==> config.mk <==
export PLATFORM = sky130hd
export DESIGN_NAME = bus_decoder
export DESIGN_NICKNAME = d
export VERILOG_FILES = /design/src/rtl/bus_decoder.sv
export SDC_FILE = /design/constraint.sdc
export NUM_CORES = 1
export LEC_CHECK = 0
export CORE_ASPECT_RATIO = 2
export CORE_UTILIZATION = 30
export DETAILED_ROUTE_END_ITERATION = 8
export PLACE_DENSITY = 0.78
export SLEW_MARGIN = 25
export SYNTH_ARGS = -nofsm -noshare
export SYNTH_HDL_FRONTEND = slang
export SYNTH_SLANG_ARGS = --single-unit
==> constraint.sdc <==
create_clock -name clk -period 2.6 [get_ports clk]
set_clock_uncertainty 0.2 [all_clocks]
set_input_delay 0.52 -clock clk [delete_from_list [all_inputs] [get_ports clk]]
set_output_delay 0.52 -clock clk [all_outputs]
set_load 0.02 [all_outputs]
==> src/rtl/bus_decoder.sv <==
// Address decoder with per-region wait states, data-phase read mux and unmapped-access error tracking.
// Latency: sel/slv_we/rdy are combinational in the address phase; sel_q/dbr follow one cycle later (data phase).
// Backpressure: rdy=0 stalls the CPU for SLV_WAIT cycles on a new access to a waited region; a slave cannot stall.
module bus_decoder #(
    parameter int                         N_SLV    = 8,
    parameter int                         ADDR_W   = 16,
    parameter int                         DATA_W   = 8,
    parameter logic [N_SLV*ADDR_W-1:0]    SLV_BASE = '0,
    parameter logic [N_SLV*ADDR_W-1:0]    SLV_MASK = '0,
    parameter logic [N_SLV*4-1:0]         SLV_WAIT = '0
) (
    input  logic                          clk,
    input  logic                          rst,
    input  logic [ADDR_W-1:0]             addr,
    input  logic                          we,
    input  logic [N_SLV*DATA_W-1:0]       slv_dbr,
    input  logic                          err_clr,
    output logic [N_SLV-1:0]              sel,
    output logic [N_SLV-1:0]              slv_we,
    output logic [N_SLV-1:0]              sel_q,
    output logic [DATA_W-1:0]             dbr,
    output logic                          rdy,
    output logic                          err,
    output logic [7:0]                    err_cnt
);

    typedef enum logic {
        IDLE = 1'b0,
        WAIT = 1'b1
    } state_t;

    state_t                state_q, state_d;
    logic [3:0]            wcnt_q, wcnt_d;
    // Address seen on the previous clock edge. In IDLE this is always the
    // address of the last completed cycle (IDLE is only entered after a
    // completion or a reset), in WAIT it is the address being waited on.
    logic [ADDR_W-1:0]     prev_addr_q, prev_addr_d;
    logic                  prev_vld_q, prev_vld_d;
    logic [N_SLV-1:0]      sel_d;
    logic                  err_q, err_d;
    logic [7:0]            err_cnt_q, err_cnt_d;

    logic [N_SLV-1:0]      match;
    logic [3:0]            hit_wait;
    logic                  hit_found;
    logic                  addr_new;
    logic                  rdy_fsm;
    logic                  unmapped_done;

    // Raw per-slot address compare; a zero mask disables the slot.
    always_comb begin
        match = '0;
        for (int i = 0; i < N_SLV; i++) begin
            match[i] = (SLV_MASK[i*ADDR_W +: ADDR_W] != '0) &&
                       ((addr & SLV_MASK[i*ADDR_W +: ADDR_W]) ==
                        (SLV_BASE[i*ADDR_W +: ADDR_W] & SLV_MASK[i*ADDR_W +: ADDR_W]));
        end
    end

    // Lowest-index match wins; also pick up that slot's wait-state count.
    always_comb begin
        sel       = '0;
        hit_wait  = '0;
        hit_found = 1'b0;
        for (int i = 0; i < N_SLV; i++) begin
            if (match[i] && !hit_found) begin
                sel[i]    = 1'b1;
                hit_wait  = SLV_WAIT[i*4 +: 4];
                hit_found = 1'b1;
            end
        end
    end

    assign addr_new = !prev_vld_q || (addr != prev_addr_q);

    // Wait-state FSM: next state, wait counter and the raw ready.
    always_comb begin
        state_d = state_q;
        wcnt_d  = wcnt_q;
        rdy_fsm = 1'b1;
        case (state_q)
            IDLE: begin
                if (addr_new && (hit_wait != 4'd0)) begin
                    rdy_fsm = 1'b0;
                    state_d = WAIT;
                    wcnt_d  = hit_wait;
                end
            end
            WAIT: begin
                if (addr_new) begin
                    // CPU moved on: drop the old access and restart on the new address.
                    if (hit_wait != 4'd0) begin
                        rdy_fsm = 1'b0;
                        wcnt_d  = hit_wait;
                    end else begin
                        state_d = IDLE;
                        wcnt_d  = 4'd0;
                    end
                end else if (wcnt_q > 4'd1) begin
                    rdy_fsm = 1'b0;
                    wcnt_d  = wcnt_q - 4'd1;
                end else begin
                    state_d = IDLE;
                    wcnt_d  = 4'd0;
                end
            end
            default: begin
                state_d = IDLE;
                wcnt_d  = 4'd0;
            end
        endcase
    end

    // Reset forces ready high and suppresses every write strobe.
    assign rdy    = !rst || rdy_fsm;
    assign slv_we = sel & {N_SLV{we & rdy & rst}};

    // Data-phase select, address history and error bookkeeping.
    always_comb begin
        prev_addr_d   = addr;
        prev_vld_d    = 1'b1;
        sel_d         = rdy_fsm ? sel : sel_q;
        unmapped_done = rdy_fsm && (sel == '0);
        err_d         = err_q;
        err_cnt_d     = err_cnt_q;
        if (err_clr) begin
            err_d     = unmapped_done;
            err_cnt_d = unmapped_done ? 8'd1 : 8'd0;
        end else if (unmapped_done) begin
            err_d = 1'b1;
            if (err_cnt_q != 8'hFF) begin
                err_cnt_d = err_cnt_q + 8'd1;
            end
        end
    end

    // State registers with synchronous active-low reset.
    always_ff @(posedge clk) begin
        if (!rst) begin
            state_q     <= IDLE;
            wcnt_q      <= 4'd0;
            prev_addr_q <= '0;
            prev_vld_q  <= 1'b0;
            sel_q       <= '0;
            err_q       <= 1'b0;
            err_cnt_q   <= 8'd0;
        end else begin
            state_q     <= state_d;
            wcnt_q      <= wcnt_d;
            prev_addr_q <= prev_addr_d;
            prev_vld_q  <= prev_vld_d;
            sel_q       <= sel_d;
            err_q       <= err_d;
            err_cnt_q   <= err_cnt_d;
        end
    end

    // Read mux: AND of the selected slaves' data, all ones when nothing was selected.
    always_comb begin
        dbr = '1;
        for (int i = 0; i < N_SLV; i++) begin
            if (sel_q[i]) begin
                dbr = dbr & slv_dbr[i*DATA_W +: DATA_W];
            end
        end
    end

    assign err     = err_q;
    assign err_cnt = err_cnt_q;

endmodule

# [After elaboration in Yosys (flattened, before gate mapping)]
# Index checks and enable logic that the tools add are counted.
[op_classes] addsub=2 order_cmp=1 n_eq_ne=2 n_mux=16 n_bitwise=1 reduce_logical=7
[op_table] cell="$mux 8" n=3
[op_table] cell="$ne 16x16->1" n=1
[op_table] cell="$mux 4" n=3
[op_table] cell="$add 8x1->8 const B" n=1
[op_table] cell="$mux 1" n=8
[op_table] cell="$ne 8x8->1 const B" n=1
[op_table] cell="$gt 4x1->1 const B" n=1
[op_table] cell="$pmux 1 s2" n=2
[op_table] cell="$reduce_bool 2->1" n=2
[op_table] cell="$sub 4x1->4 const B" n=1
[op_table] cell="$logic_not 1->1" n=2
[op_table] cell="$logic_or 1x1->1" n=2
[op_table] cell="$reduce_and 2->1" n=1
[op_table] cell="$not 1->1" n=1
[word_totals] reg_bits=31 inputBits=84 output_inout_bits=42 wordCells=35

# [Depth between registers and ports, before layout]
[depth] depth_word=6 depth_mapped=9 ltp_nobuf=8

# [Worst setup path before layout]
# Ideal clock, no wire load.
[synth_path] kind="flip-flop to output port" startpoint="reg wcnt_q[0]" endpoint="out rdy" t_arrival_ns=1.989 required_ns=1.880 slack_ns=-0.109 stages_incl_launch_ff=9 n_path_buf=0 path_cell_list="dfxtp_1 inv_1 ha_1 or2_4 a2111oi_4 nand3_2 nor4_1 and2_1 inv_2"
[synth_via] elab_chain_cells=5
[synth_rtl] item="start: declaration" line="33" source="logic [3:0] wcnt_q, wcnt_d;"
[synth_rtl] item="start signal: assignment" line="149" source="wcnt_q <= wcnt_d;"
[synth_rtl] item="$gt 4x1->1" line="99" source="end else if (wcnt_q > 4'd1) begin"
[synth_rtl] item="$mux 1" line="99"
[synth_rtl] item="$mux 1" line="90" source="if (addr_new) begin"
[synth_rtl] item="$pmux 1 s2" line="81" source="case (state_q)"
[synth_rtl] item="$logic_or 1x1->1" line="115" source="assign rdy = !rst || rdy_fsm;"
[synth_rtl] item="end: declaration" line="22" source="output logic rdy,"
# No other way between the ends.

# [Final worst setup path]
[layout_path] startpoint="reg wcnt_q[1]" endpoint="out rdy"
# Same word-level chain as after synthesis.

==> reports/metrics.yaml <==
firstDrtPassIters: 4
power_switching_uw: 293.6
crit_start: "wcnt_q[1]"
grt_max_degree: 27
period_minus_slack_ps: 2870
dpl-instance-area_um2: 1996
fill_cells: 477
num_vias: 1291
ff_latch_area_um2: 623.1
reg2reg_depth: 10
cts_made_buffers: 5
p_per_area_nw_per_um2: 520.8
cts_root_buf: "clkbuf_8"
cts_tree: "done"
place.gp.congestion: 0.7309
synth_enable_flop_cells: 0
path_clk_slew_ps: 70
fmax_ghz: 0.3484
violations: "negative setup slack"
critPathKind: "reg2out"
fp.coreArea_um2: 5185
max_stage_delay_ps: 340
grt_pass1_vias: 1257
drtAntennaViolNets: 0
path_common_cell: "inv_2"
async_reset_ff_frac: 0
drt_iter0_markers: 22
ys_types: 39
dieArea_um2: 5781
finalWirelength_um: 3498
synth.avg_cell_area_um2: 9.366
htree_levels: 2
rrSetupSlack_ps: 150
vias_per_cell: 4.530
setup_tns_ps: -270.0
grt-ovfl-total: 0
utilization: 0.4300
pin_count: 126
hold_class: "reg2reg"
yosys_warnings: 0
nets: 313
clk_latency_ps: 290
whs_ps: 306.5
ys.flop_type: "dfxtp_1"
drc: 0
pwr-share-clk: 0.425
power.internal_uw: 867.6
outcome: "finished with violations"
netlist_area_um2: 1639
path_cells: "inv_2 > ha_2 > or2_4 > a2111oi_4 > nand3_2 > nor4_4 > and2_4 > inv_2 > buf_6"
swShare: 0.2528
portBuffers: 28
stdcell_area_um2: 2230
antenna_found_initial: 0
path_buf_inv: 3
report.final.slew_viol_count: 0
die_w_um: 54.27
layout_setup_ws_ps: -270.0
cts_buffer_depth: 2
r2r_start: "wcnt_q[1]"
crit_path_start_kind: "register"
ys_seq_area_frac: 0.3786
worstPathMaxFanout: 3
multi_input_area_um2: 940.9
p_seq_frac: 0.434
rsz0062_at_grt: "yes"
hpwlAfterDp_um: 2498
ys_ff_latch: 31
syn-instance-count: 175
start_util: 0.3161
fin_crit_sh: 1.104
p_leak_uw: 0.0009737
num_rows: 37
critPathArrivalTime_ps: 2150
end_kind: "primary output"
ctsHoldBuffers: 0
power_uw: 1161
cp.depth: 9
rr_endpoint: "err_cnt[1]"
critPathRequiredTime_ps: 1880
grt_util_all_layers: 0.1381
setup_violations: 1
clkSinkCount: 31
slowest_stage: "dfxtp_2"
endpoint: "rdy"
critPathTopFamily: "simple AND/OR/NAND/NOR gates"
ir_drop_mv: 0.3793
final_layout_size_suffix_gt1_frac: 0.2335
hold_viol: 0
wl_per_cell_um: 12.27
comb_power_share: 0.142
cap_violations: 0
grt_pass1_wl_um: 5754
syn_to_final_growth_pct: 36.03
diodes: 0
die_y_um: 106.5
-- what timing repair did --
action,CTS,global route
buffers inserted,2,0
cloned,1,0
setup endpoints to repair,8,8
resized for setup,19,12
endpoints found under the hold margin,0,0
pin swaps,7,8
-- logic make-up (layout without fill, tap and decap cells) --
logic type,count (synthesis),count (layout),share of synthesized area
AOI/OAI and AO/OA,26,26,0.1252
adders and majority gates,3,3,0.02290
muxes,1,1,0.006107
xor gates and xnor gates,16,16,0.08549
other,2,32,0.004582
and+or+nand+nor,56,56,0.2076
buffers and inverters,40,62,0.1695
DFF,31,31,0.3786
-- cell usage in the layout (no fill, tap or decap), types with 2 or more instances in the layout --
cell	synthesis	layout
conb_1	2	32
dfxtp_1	31	29
buf_4	32	20
clkdlybuf4s50_1	0	20
and2_1	18	17
xor2_1	16	10
nand3_1	7	7
xor2_2	0	6
o21ai_1	6	6
a21oi_1	6	6
clkbuf_8	0	6
dlymetal6s2s_1	0	6
nor2_1	5	5
or3_1	5	5
nor4_1	6	4
inv_2	1	3
and3_1	3	3
nand3b_1	3	3
nor4_2	1	2
nand2_1	2	2
o21a_1	2	2
inv_1	4	2
a21boi_1	2	2
buf_6	1	2
dfxtp_2	0	2
-- metal layers --
| metal | vias to the layer above | track usage | routed length [µm] |
|---|---|---|---|
| met5 | - | 0 | 0 |
| met4 | 0 | 0.06044 | 83 |
| met3 | 9 | 0.03433 | 169 |
| met2 | 49 | 0.2517 | 1964 |
| met1 | 599 | 0.1353 | 1281 |
| li1 | 634 | - | - |
-- worst min path at each step --
| stage | start | endpoint | slack (ps) | depth (start not counted) |
|---|---|---|---|---|
| 2_1_floorplan | wcnt_q[3] | wcnt_q[3] | 260 | 2 |
| 3_3_place_gp | err_cnt[6] | err_cnt[6] | 290 | 1 |
| 3_5_place_dp | err_cnt[4] | err_cnt[4] | 290 | 2 |
| 4_1_cts | err_cnt[4] | err_cnt[4] | 310 | 2 |
| 5_1_grt | addr[10] | prev_addr_q[10] | 330 | 2 |
| 6_report | err_cnt[4] | err_cnt[4] | 310 | 2 |
-- cell usage after synthesis (2+ instances only) --
| master | count | share of area |
|---|---|---|
| buf_4 | 32 | 0.15 |
| dfxtp_1 | 31 | 0.38 |
| and2_1 | 18 | 0.069 |
| xor2_1 | 16 | 0.085 |
| nand3_1 | 7 | 0.021 |
| a21oi_1 | 6 | 0.018 |
| nor4_1 | 6 | 0.023 |
| o21ai_1 | 6 | 0.018 |
| nor2_1 | 5 | 0.011 |
| or3_1 | 5 | 0.019 |
| inv_1 | 4 | 0.0092 |
| and3_1 | 3 | 0.011 |
| ha_1 | 3 | 0.023 |
| nand3b_1 | 3 | 0.014 |
| a21boi_1 | 2 | 0.0092 |
| clkbuf_1 | 2 | 0.0046 |
| conb_1 | 2 | 0.0046 |
| nand2_1 | 2 | 0.0046 |
| o21a_1 | 2 | 0.0092 |
-- worst min-delay path, cell delays in order (launching register included) --
cell     delay, ps
dfxtp_1        330
o21ai_1         70
a21oi_1         60
-- final cells by class --
cell class	instances	share of cell area
Multi-Input combinational cell	134	0.4220
Sequential cell	31	0.2795
Timing Repair Buffer	49	0.2048
Clock buffer	6	0.03704
Tap cell	58	0.03255
Clock inverter	2	0.01571
Inverter	5	0.008418
-- metrics by stage --
stage / setup slack, ps / cells
after floorplan: 68.70 / 205
after global placement: -937.1 / 274
after global routing: -381.0 / 285
after CTS: -463.6 / 285
after detailed placement: -971.1 / 274
final: -270.0 / 285
-- registers in the layout, summed over array words and instances, names as in the netlist --
| register | cells |
|---|---|
| prev_addr_q | 16 |
| state_q | 1 |
| err_cnt | 8 |
| err | 1 |
| wcnt_q | 4 |
| prev_vld_q | 1 |
-- power groups by stage --
stage               logic (µW)  clock network [µW]  registers, µW
floorplan                  126                   0            514
global placement           155                   0            512
detailed placement         157                   0            512
CTS                        162                 503            502
global route               180                 529            505
finish                     165                 493            504
Power figures use the tool's default switching activity.
